## config.mk

```make
export PLATFORM = sky130hd
export DESIGN_NAME = mc_alu
export DESIGN_NICKNAME = d
export VERILOG_FILES = /design/src/rtl/mc_alu.sv
export SDC_FILE = /design/constraint.sdc
export NUM_CORES = 1
export LEC_CHECK = 0
export CORE_ASPECT_RATIO = 0.8
export CORE_MARGIN = 5
export CORE_UTILIZATION = 30
export CTS_CLUSTER_SIZE = 28
export DETAILED_ROUTE_END_ITERATION = 8
export SYNTH_ARGS = -nofsm -noshare
export SYNTH_HDL_FRONTEND = slang
export SYNTH_SLANG_ARGS = --single-unit
export TNS_END_PERCENT = 10
```

## constraint.sdc

```tcl
create_clock -name CLK -period 9.4 [get_ports CLK]
set_clock_uncertainty 0.15 [all_clocks]
set_input_delay 0.94 -clock CLK [delete_from_list [all_inputs] [get_ports CLK]]
set_output_delay 0.94 -clock CLK [all_outputs]
set_load 0.02 [all_outputs]
```

## src/rtl/mc_alu.sv

```systemverilog
// mc_alu: multi-cycle ALU with a valid/ready handshake on both sides.
// Single-cycle ops (add/sub/logic/compare/shift) complete one cycle after accept.
// Iterative ops (multiply and unsigned divide) run a bit-serial datapath for WL
// cycles in CALC. Results are held in DONE until the consumer takes them.

module mc_alu #(
  parameter int unsigned WL = 32,
  parameter int unsigned SL = 5
) (
  input  logic          CLK,
  input  logic          RSTn,
  input  logic          in_valid,
  output logic          in_ready,
  input  logic [WL-1:0] SrcA,
  input  logic [WL-1:0] SrcB,
  input  logic [SL-1:0] sel,
  output logic          out_valid,
  input  logic          out_ready,
  output logic [WL-1:0] Out,
  output logic          Zero,
  output logic          Ovf,
  output logic          Err
);

  localparam int unsigned ShW  = $clog2(WL);
  localparam int unsigned CntW = $clog2(WL) + 1;

  localparam logic [SL-1:0] OpAdd   = SL'(0);
  localparam logic [SL-1:0] OpSub   = SL'(1);
  localparam logic [SL-1:0] OpAnd   = SL'(2);
  localparam logic [SL-1:0] OpOr    = SL'(3);
  localparam logic [SL-1:0] OpXor   = SL'(4);
  localparam logic [SL-1:0] OpSlt   = SL'(5);
  localparam logic [SL-1:0] OpSll   = SL'(6);
  localparam logic [SL-1:0] OpSra   = SL'(7);
  localparam logic [SL-1:0] OpMul   = SL'(16);
  localparam logic [SL-1:0] OpMulhu = SL'(17);
  localparam logic [SL-1:0] OpDivu  = SL'(18);
  localparam logic [SL-1:0] OpRemu  = SL'(19);

  typedef enum logic [1:0] {StIdle, StCalc, StDone} state_e;

  state_e             state_q;
  logic [CntW-1:0]    cnt_q;
  logic [WL-1:0]      a_q;
  logic [WL-1:0]      b_q;
  logic [SL-1:0]      op_q;
  // Shared accumulator: {product_hi, multiplier/product_lo} for multiply,
  // {partial remainder, dividend/quotient} for divide.
  logic [2*WL-1:0]    acc_q;
  logic [2*WL-1:0]    acc_nx;

  // ---------------------------------------------------------------------------
  // Single-cycle result path, decoded straight from the request inputs
  // ---------------------------------------------------------------------------
  logic [WL-1:0]  sum;
  logic [WL-1:0]  diff;
  logic [WL-1:0]  sc_res;
  logic [ShW-1:0] shamt;
  logic           sc_ovf;
  logic           sc_err;
  logic           is_iter;

  assign sum   = SrcA + SrcB;
  assign diff  = SrcA - SrcB;
  assign shamt = SrcB[ShW-1:0];

  // Decode the op code into a single-cycle result, overflow and error flags
  always_comb begin
    sc_res  = '0;
    sc_ovf  = 1'b0;
    sc_err  = 1'b0;
    is_iter = 1'b0;
    case (sel)
      OpAdd: begin
        sc_res = sum;
        sc_ovf = (SrcA[WL-1] == SrcB[WL-1]) && (sum[WL-1] != SrcA[WL-1]);
      end
      OpSub: begin
        sc_res = diff;
        sc_ovf = (SrcA[WL-1] != SrcB[WL-1]) && (diff[WL-1] != SrcA[WL-1]);
      end
      OpAnd: sc_res = SrcA & SrcB;
      OpOr:  sc_res = SrcA | SrcB;
      OpXor: sc_res = SrcA ^ SrcB;
      OpSlt: sc_res = {{(WL-1){1'b0}}, ($signed(SrcA) < $signed(SrcB))};
      OpSll: sc_res = SrcA << shamt;
      OpSra: sc_res = $signed(SrcA) >>> shamt;
      OpMul, OpMulhu, OpDivu, OpRemu: is_iter = 1'b1;
      default: sc_err = 1'b1;
    endcase
  end

  // ---------------------------------------------------------------------------
  // Iterative datapath: one multiplier bit or one quotient bit per cycle
  // ---------------------------------------------------------------------------
  logic          is_mul;
  logic [WL:0]   mul_hi;
  logic [WL:0]   div_sh;
  logic [WL-1:0] div_trial;
  logic [WL-1:0] div_rem;
  logic          div_ge;

  assign is_mul = (op_q == OpMul) || (op_q == OpMulhu);

  // Compute the next accumulator value for one shift-add or restoring-divide step
  always_comb begin
    // Shift-add: add the multiplicand into the upper half when the current
    // multiplier bit is set, then shift the whole accumulator right by one.
    mul_hi    = {1'b0, acc_q[2*WL-1:WL]} + (acc_q[0] ? {1'b0, a_q} : {(WL+1){1'b0}});
    // Restoring divide: shift the next dividend bit into the remainder, try
    // subtracting the divisor, keep the difference only if it did not go negative.
    div_sh    = acc_q[2*WL-1:WL-1];
    div_ge    = div_sh >= {1'b0, b_q};
    div_trial = div_sh[WL-1:0] - b_q;
    div_rem   = div_ge ? div_trial : div_sh[WL-1:0];
    if (is_mul) begin
      acc_nx = {mul_hi, acc_q[WL-1:1]};
    end else begin
      acc_nx = {div_rem, acc_q[WL-2:0], div_ge};
    end
  end

  logic [WL-1:0] it_res;
  logic          it_err;
  logic          b_zero;

  assign b_zero = (b_q == '0);

  // Select the iterative result from the final accumulator, overriding on divide-by-zero
  always_comb begin
    it_res = acc_nx[WL-1:0];
    it_err = 1'b0;
    case (op_q)
      OpMulhu: it_res = acc_nx[2*WL-1:WL];
      OpDivu: begin
        it_err = b_zero;
        if (b_zero) it_res = '1;
      end
      OpRemu: begin
        it_err = b_zero;
        it_res = b_zero ? a_q : acc_nx[2*WL-1:WL];
      end
      default: ;
    endcase
  end

  // ---------------------------------------------------------------------------
  // Control FSM with registered result outputs
  // ---------------------------------------------------------------------------
  // Sequence IDLE -> (CALC) -> DONE and load the result registers
  always_ff @(posedge CLK or negedge RSTn) begin
    if (!RSTn) begin
      state_q <= StIdle;
      cnt_q   <= '0;
      a_q     <= '0;
      b_q     <= '0;
      op_q    <= '0;
      acc_q   <= '0;
      Out     <= '0;
      Zero    <= 1'b0;
      Ovf     <= 1'b0;
      Err     <= 1'b0;
    end else begin
      case (state_q)
        StIdle: begin
          if (in_valid) begin
            if (is_iter) begin
              state_q <= StCalc;
              a_q     <= SrcA;
              b_q     <= SrcB;
              op_q    <= sel;
              cnt_q   <= CntW'(WL);
              // Multiply shifts the multiplier out of the low half; divide
              // shifts the dividend out of it.
              if ((sel == OpMul) || (sel == OpMulhu)) begin
                acc_q <= {{WL{1'b0}}, SrcB};
              end else begin
                acc_q <= {{WL{1'b0}}, SrcA};
              end
            end else begin
              state_q <= StDone;
              Out     <= sc_res;
              Zero    <= (sc_res == '0);
              Ovf     <= sc_ovf;
              Err     <= sc_err;
            end
          end
        end
        StCalc: begin
          acc_q <= acc_nx;
          cnt_q <= cnt_q - CntW'(1);
          // Last step: the counter reaches zero on this edge.
          if (cnt_q == CntW'(1)) begin
            state_q <= StDone;
            Out     <= it_res;
            Zero    <= (it_res == '0);
            Ovf     <= 1'b0;
            Err     <= it_err;
          end
        end
        StDone: begin
          if (out_ready) state_q <= StIdle;
        end
        default: state_q <= StIdle;
      endcase
    end
  end

  assign in_ready  = (state_q == StIdle);
  assign out_valid = (state_q == StDone);

endmodule

```

# Word level (Yosys, flattened, before mapping)

Cells that the tools add are included.

Register bits after elaboration: 176
Logic and storage cells: 105

Add/sub/neg operators: 5
Order comparisons: 2
Equality and inequality tests: 27
Shifts and indexed selects: 2
Multiplexer cells: 39
Bitwise operators: 3
Reductions and logical operators: 17

Operator list:

| kind                                                                  | number |
|---|---|
| 32-bit 2-to-1 mux                                                     | 8 |
| 32-bit one-hot mux with 8 select lines                                | 1 |
| 64-bit 2-to-1 mux                                                     | 3 |
| 64-bit one-hot mux with 2 select lines                                | 1 |
| 32-bit zero test                                                      | 3 |
| 32-bit one-hot mux with 3 select lines                                | 1 |
| 32-bit one-hot mux with 2 select lines                                | 1 |
| 32-bit subtractor                                                     | 2 |
| 5-bit equality test, second input constant                            | 8 |
| 32-bit by 32-bit adder with 33-bit output                             | 1 |
| 33-bit by 32-bit greater-or-equal comparator with 1-bit output        | 1 |
| 32-bit adder                                                          | 1 |
| 32-bit AND                                                            | 1 |
| 32-bit < comparator                                                   | 1 |
| 32-bit OR                                                             | 1 |
| 32-bit by 5-bit << shifter with 32-bit output                         | 1 |
| 32-bit by 5-bit >>> shifter with 32-bit output                        | 1 |
| 32-bit XOR                                                            | 1 |
| 5-bit by 3-bit equality test with 1-bit output, second input constant | 4 |
| 1-bit 2-to-1 mux                                                      | 12 |
| 6-bit 2-to-1 mux                                                      | 2 |
| 6-bit one-hot mux with 2 select lines                                 | 1 |
| 12-bit OR reduction                                                   | 1 |
| 5-bit by 2-bit equality test with 1-bit output, second input constant | 2 |
| 21 further kinds                                                      | 36 |

# Logic depth before layout (Yosys ltp)

Gate-level depths: netlist (run 1).

Depth in word-level cells: 8
Mapped depth: 20
Gate-level depth less buffers: 17

# Least setup slack after synthesis (run 1)

Ideal clock, no wire load.

Kind: input to register
From: input SrcB[2]
To: register Out[30]
Library setup time: 0.121 ns
Data arrival time: 5.162 ns
Path slack: 3.967 ns
Stages: 18
Buffers on the path: 4
Path through: clkbuf_1 -> inv_2 -> buf_1 -> buf_2 -> buf_1 -> ha_1 -> nand2b_1 -> a2111o_1 -> a21oi_1 -> o21ai_1 -> a2111oi_2 -> o41ai_2 -> nor4_1 -> o41ai_1 -> a211o_1 -> a21oi_1 -> o22ai_1 -> a22o_1

Cells in the longest elaborated chain, start to end: 5
Elaborated cells between the ends (all ways): 8
Those cells by class: 2 x add/sub; 2 x shift; 4 x mux

RTL lines:

| element                                    | line | source |
|---|---|---|
| start: declaration                         | 15   | `input logic [WL-1:0] SrcB,` |
| 32-bit subtractor (tied with other cells)  | 65   | `assign diff = SrcA - SrcB;` |
| 32-bit one-hot mux with 8 select lines (*) | 74   | `case (sel)` |
| 32-bit 2-to-1 mux (*)                      | 168  | `if (is_iter) begin` |
| 32-bit 2-to-1 mux (*)                      | 167  | `if (in_valid) begin` |
| 32-bit one-hot mux with 2 select lines (*) | 165  | `case (state_q)` |
| end signal: assignment                     | 183  | `Out <= sc_res;` |
| end signal: assignment                     | 196  | `Out <= it_res;` |
| end: declaration                           | 19   | `output logic [WL-1:0] Out,` |

Mark *: on every way between the ends. The rest lies on a longest branch, timed or not. The select of a mux whose other input is x is not followed.
A chain may end at the register's enable or synchronous reset.

# Worst setup path in the final report (run 1)

From: input SrcB[4]
To: register Zero

Cells in the longest elaborated chain, start to end: 6
Elaborated cells between the ends (all ways): 13
Those cells by class: 2 x add/sub; 1 x order compare; 2 x shift; 4 x mux; 3 x bitwise; 1 x reduce/logical

RTL lines:

| element                                    | line | source |
|---|---|---|
| 32-bit subtractor (tied with other cells)  | 65   |  |
| 32-bit one-hot mux with 8 select lines (*) | 74   |  |
| 32-bit zero test (*)                       | 184  | `Zero <= (sc_res == '0);` |
| 1-bit 2-to-1 mux (*)                       | 168  |  |
| 1-bit 2-to-1 mux (*)                       | 167  |  |
| 1-bit one-hot mux with 2 select lines (*)  | 165  |  |
| end signal: assignment                     | 184  |  |
| end signal: assignment                     | 197  | `Zero <= (it_res == '0);` |
| end: declaration                           | 20   | `output logic Zero,` |

Marked as above.

==> results of run 1 <==
flip-flops by register name, summed over array words and instances (netlist names):
name / flops
a_q: 32
Zero: 1
Ovf: 1
Out: 32
state_q: 2
acc_q: 64
cnt_q: 6
Err: 1
op_q: 5
b_q: 32
area by class of cell:
cell class | count | area (µm²)
clock buffer | 17 | 425
inverter | 164 | 616
multi-input combinational | 2390 | 16600
clock inverter | 15 | 195
fill | 7990 | 48900
tap | 1001 | 1250
timing repair buffer | 179 | 1610
sequential | 176 | 4400
stage by stage:
stage,utilization,instances
floorplan,-,2939
finish,0.339,3942
global placement,0.331,3910
CTS,0.339,3942
detailed placement,0.331,3910
global route,0.339,3942
critical path, delay by kind of cell:
| kind | cells | cell delay [ns] |
|---|---|---|
| compound gates | 8 | 2.80 |
| buf+inv | 3 | 1.14 |
| simple gates | 5 | 0.90 |
| fa+ha+maj | 1 | 0.55 |
power by group:
part	switching [W]	internal, W	total [W]
Clock	0.000381	0.000406	0.000787
Sequential	0.000351	0.00109	0.00144
Combinational	0.00323	0.00176	0.00499
Total	0.00396	0.00326	0.00722
logic make-up (layout without fill, tap and decap cells):
family / Yosys count / in the layout / share of synthesized area
compound gates: 1042 / 1042 / 0.311
simple gates: 943 / 943 / 0.198
buf+inv: 373 / 375 / 0.0685
mux: 180 / 180 / 0.109
flops: 176 / 176 / 0.196
fa+ha+maj: 167 / 167 / 0.0944
xor+xnor: 58 / 58 / 0.0226
routing by layer:
layer / global-route usage / routed length [µm] / part of all wire / vias to the layer above
met3: 0.0920 / 14800 / 0.14 / 176
met1: 0.385 / 48600 / 0.45 / 12124
li1: - / - / - / 10964
met5: 0.0111 / 133 / 0.0012 / -
met2: 0.353 / 42300 / 0.39 / 1604
met4: 0.0641 / 2980 / 0.027 / 6
path summary, 6_finish.rpt:
check                                            from              endpoint  slack, ns  cells past startpoint
worst max register to register  acc_q[31]$_DFFE_PN0P_      Zero$_DFFE_PN0P_       3.33                     17
worst min-delay path                             RSTn       Err$_DFFE_PN0P_       0.29                      1
min in group CLK                   Out[2]$_DFFE_PN0P_    Out[2]$_DFFE_PN0P_       0.33                      2
worst max-delay path                          SrcB[4]      Zero$_DFFE_PN0P_       3.31                     17
max in group asynchronous                        RSTn  acc_q[5]$_DFFE_PN0P_       7.52                      2
worst min register to register     Out[2]$_DFFE_PN0P_    Out[2]$_DFFE_PN0P_       0.33                      2
cells in the final DEF (no fill, tap or decap), types with 25 or more instances in the layout:
master,netlist,routed
xnor2_1,34,34
dfrtp_1,176,176
buf_4,3,72
clkdlybuf4s50_1,0,104
o21ai_0,254,254
ha_1,163,163
a21oi_1,226,226
mux2i_1,105,105
a22o_1,30,30
nand3_1,45,45
and2_1,52,51
o211ai_1,41,41
a21o_1,42,42
o22ai_1,35,35
nor2_1,252,250
a31oi_1,25,25
inv_1,159,159
o31ai_1,31,31
a221oi_1,32,32
a22oi_1,34,34
nand2_1,325,323
nand4_1,27,27
mux4_2,49,49
a211oi_1,45,45
nor3_1,79,79
==> impl_metrics.ini, run 1 <==
[place]
gp_routability_congestion = 1.03
post-place-ws_ns = 3.14
dp_hpwl_um = 86100
place_area_mm2 = 0.0244
io_buffers = 109

[yosys]
synthArstFlopShare = 1.00
syn_inst = 2939
yosys_warnings = 0
synth-seq-area-share = 0.196
synth_top_area_share = 0.196
synth_nets = 3179
ys.flop_type = dfrtp_1
synth_area_leaders = dfrtp_1 (20%), ha_1 (9.1%), o21ai_0 (5.7%)
yosysUniqueCellTypes = 109
synth.most_common_cell = nand2_1
syn_area_mm2 = 0.0225
ys_top_cells_by_count = nand2_1 (325), o21ai_0 (254), nor2_1 (252)
yosys.area.top_type = dfrtp_1
ys_ff_latch = 176
syn-mean-instance-area_um2 = 7.64
synth-edff-count = 0

[setup_path]
cp.required_ns = 9.66
cp.arrival_ns = 6.36
end_kind = flip-flop
max_stage_delay_ns = 0.62
cp_cell_sequence = clkdlybuf4s50_1 -> buf_4 -> inv_1 -> ha_1 -> nand2_1 -> o31ai_1 -> a2111oi_2 -> nor3_1 -> o311ai_1 -> a211oi_1 -> o21ai_1 -> a31oi_1 -> a2111oi_0 -> o21ai_0 -> nor4_1 -> nand4_1 -> nand3_1
startpoint_type = input pin
worstSetupPathType = input pin to flip-flop
crit_slowest_cell = a2111oi_2
worstPathMaxFanout = 30

[routing]
route.antenna.remaining_nets = 0
vias = 24874
drc_errors = 0
via_per_inst = 6.31
drt_iter0_drc = 3627
wl_um = 109000
first_pass_iters = 9
wl_per_cell_um = 27.6

[pwr]
cellLeakagePower_nw = 10.6
vdd_drop_max_mv = 0.124
total_power_w = 0.00722
cellPowerDensity_mw_per_mm2 = 288

[cts]
clk_latency_ns = 0.47
clk_pin_slew_ns = 0.08
clock_sinks = 176
cts_tree = yes
h-tree-depth = 4
cts_buffers = 17
post-cts-setup-buffer-count = 0
cts_resized = 0
clock_path_buffers = 2
hold_buffers = 0
cts_root_buffer = clkbuf_16

[timing]
hold_viol_final = 0
worst_pin_slew_ns = 1.37
hold_slack_ns = 0.289
relSlewSlack = 0.0799
setup_slack_ns = 3.31
report.final.slew_viol_count = 0
final.setup.tns_ns = 0
setup_violations = 0
fmax_mhz = 164
fin_crit_sh = 0.648
period_needed_ns = 6.09
rsz0062_at_grt = false

[global_routing]
overflow = 0
grt_max_degree = 84
grt_pass1_wl_um = 157000
antenna_found_initial = 3
grt_use_total = 0.259
grt_pass1_vias = 22941

[die]
ioPinCount = 110
initial_core_util = 0.304
fp.dieW_um = 316
row_count = 89
die_h_um = 255
coreArea_mm2 = 0.0739
die_area_mm2 = 0.0805

[final_layout]
syn2layout_area_growth_pct = 11.6
fin_area_mm2 = 0.0251
layout-drive-gt1-share = 0.0789
nets = 3168
n_antenna_cell = 0

[run_status]
status = finished clean

[worst_hold_path]
hold_path.class = input pin to async pin

[run]
max_cap_viol_count = 0
(Power assumes the default switching activity.)
==> run 2: changes to the inputs <==
clock period = 5.56 ns   (was 9.4 ns; I/O delays follow)
==> impl_metrics.ini, run 2 (synthesis results as in run 1) <==
[run_status]
status = finished clean

[setup_path]
cp.arrival_ns = 5.49
worstRegToRegCells = 15
startpoint_type = flip-flop
r2r_slack_ns = 0.33
cp.required_ns = 5.82
worstSetupPathType = flip-flop to flip-flop
r2r_end = Zero$_DFFE_PN0P_
end_kind = flip-flop
r2r_start = acc_q[44]$_DFFE_PN0P_
crit_start = acc_q[44]$_DFFE_PN0P_
worstPathMaxFanout = 15

[die]
row_count = 89
die_area_mm2 = 0.0805
fp.dieW_um = 316
die_h_um = 255
ioPinCount = 110
initial_core_util = 0.304
coreArea_mm2 = 0.0739

[timing]
setup_slack_ns = 0.325
setup_violations = 0
fmax_mhz = 191
relSlewSlack = 0.0243
report.final.slew_viol_count = 0
final.setup.tns_ns = 0
worst_pin_slew_ns = 1.46
period_needed_ns = 5.23
fin_crit_sh = 0.942
rsz0062_at_grt = false
hold_viol_final = 0

[place]
io_buffers = 109
post-place-ws_ns = 0.447
gp_routability_congestion = 1.08
dp_hpwl_um = 90600

[routing]
route.antenna.remaining_nets = 0
first_pass_iters = 7
drt_iter0_drc = 3396
wl_um = 111000
vias = 25094
via_per_inst = 6.21
wl_per_cell_um = 27.5
drc_errors = 0

[worst_hold_path]
hold_end = b_q[2]$_DFFE_PN0P_
min_path_cells = 3
hold_path.class = input pin to flip-flop
hold_start = SrcB[2]

[cts]
post-cts-setup-buffer-count = 0
clk_pin_slew_ns = 0.08
clock_path_buffers = 2
cts_resized = 0
cts_buffers = 17
clock_sinks = 176
cts_tree = yes
h-tree-depth = 4
clk_latency_ns = 0.47
cts_root_buffer = clkbuf_16

[pwr]
power.internal_w = 0.00556
comb_power_share = 0.700
clkPwrFrac = 0.100
vdd_drop_max_mv = 0.242
p_seq_frac = 0.199
swShare = 0.549
power.switching_w = 0.00675
cellPowerDensity_mw_per_mm2 = 476
cellLeakagePower_nw = 11.1

[final_layout]
nets = 3268
n_fill_cell = 7926
final_common_cell = nand2_1
layout-drive-gt1-share = 0.109
syn2layout_area_growth_pct = 15.1
final_cell_mix = nand2_1 (323), o21ai_0 (254), nor2_1 (251), a21oi_1 (226), dfrtp_1 (176)
largest_register_ffs = 64
largest_register = acc_q

[global_routing]
grt_use_total = 0.265
grt_pass1_vias = 23080
grt_pass1_wl_um = 159000
grt_max_degree = 107
antenna_found_initial = 6
overflow = 0

[run]
max_cap_viol_count = 0
run 2: changes by cell type in the layout (fill, tap and decap cells not counted), moves of 3 or more:
cell,delta
buf_12,+7
clkinv_4,-3
inv_6,+4
buf_4,+92
run 2: worst max-delay path by stage:
| stage | endpoint | slack, ns | depth (start not counted) |
|---|---|---|---|
| detailed placement | Out[30]$_DFFE_PN0P_ | 0.45 | 17 |
| global placement | Zero$_DFFE_PN0P_ | 0.41 | 18 |
| floorplan | Out[30]$_DFFE_PN0P_ | 0.51 | 18 |
| global route | Zero$_DFFE_PN0P_ | 0.13 | 19 |
| CTS | Zero$_DFFE_PN0P_ | 0.51 | 19 |
| finish | Zero$_DFFE_PN0P_ | 0.33 | 15 |
run 2: per-stage QoR:
step | utilization | cell area (µm²) | hold slack (ns) | power, W | std cells
after floorplan | - | 22500 | 0.110 | 0.00782 | 2939
after global placement | 0.342 | 25300 | 0.311 | 0.0107 | 4009
after detailed placement | 0.342 | 25300 | 0.325 | 0.0107 | 4009
after CTS | 0.350 | 25800 | 0.325 | 0.0120 | 4042
after global routing | 0.350 | 25800 | 0.328 | 0.0130 | 4042
final | 0.350 | 25900 | 0.331 | 0.0123 | 4044
run 2: layer usage:
layer  up-vias  track usage  share of wire
li1      11155            -              -
met1     12270        0.383           0.44
met2      1507        0.351           0.38
met3       154        0.128           0.15
met4         8       0.0588          0.025
met5         -      0.00699        0.00046
run 2: power groups by stage:
stage / clock network [W] / registers [W] / logic, W
finish: 0.00123 / 0.00245 / 0.00862
global route: 0.00129 / 0.00251 / 0.00921
CTS: 0.00124 / 0.00244 / 0.00831
detailed placement: 0 / 0.00245 / 0.00827
global placement: 0 / 0.00245 / 0.00823
floorplan: 0 / 0.00233 / 0.00550
run 2: final cells by class:
type                    instances  area, µm²  share of cell area
clock inverters                13        115             0.00445
clock buffers                  19        453              0.0175
repair buffers                279       2450              0.0946
inverters                     164        616              0.0238
multi-input cells            2390      16600               0.641
diodes                          2       5.00            0.000194
well taps                    1001       1250              0.0484
flip-flops and latches        176       4400               0.170
run 2: critical path: stages, from the launching register on:
cell     delay [ns]
dfrtp_1        0.44
ha_1           0.50
nand4_1        0.19
nor4_1         0.76
a31oi_1        0.17
o31a_2         0.23
o21a_2         0.32
nor2_1         0.71
o21ai_0        0.30
nand4_1        0.29
nor2b_1        0.17
nand4_1        0.14
nor4b_1        0.37
buf_4          0.19
nand4_1        0.11
nand3_1        0.11
run 2: what timing repair did:
action                     CTS  global route
hold buffers                 1             0
setup endpoints to repair    0             0
hold endpoints to repair    44             0
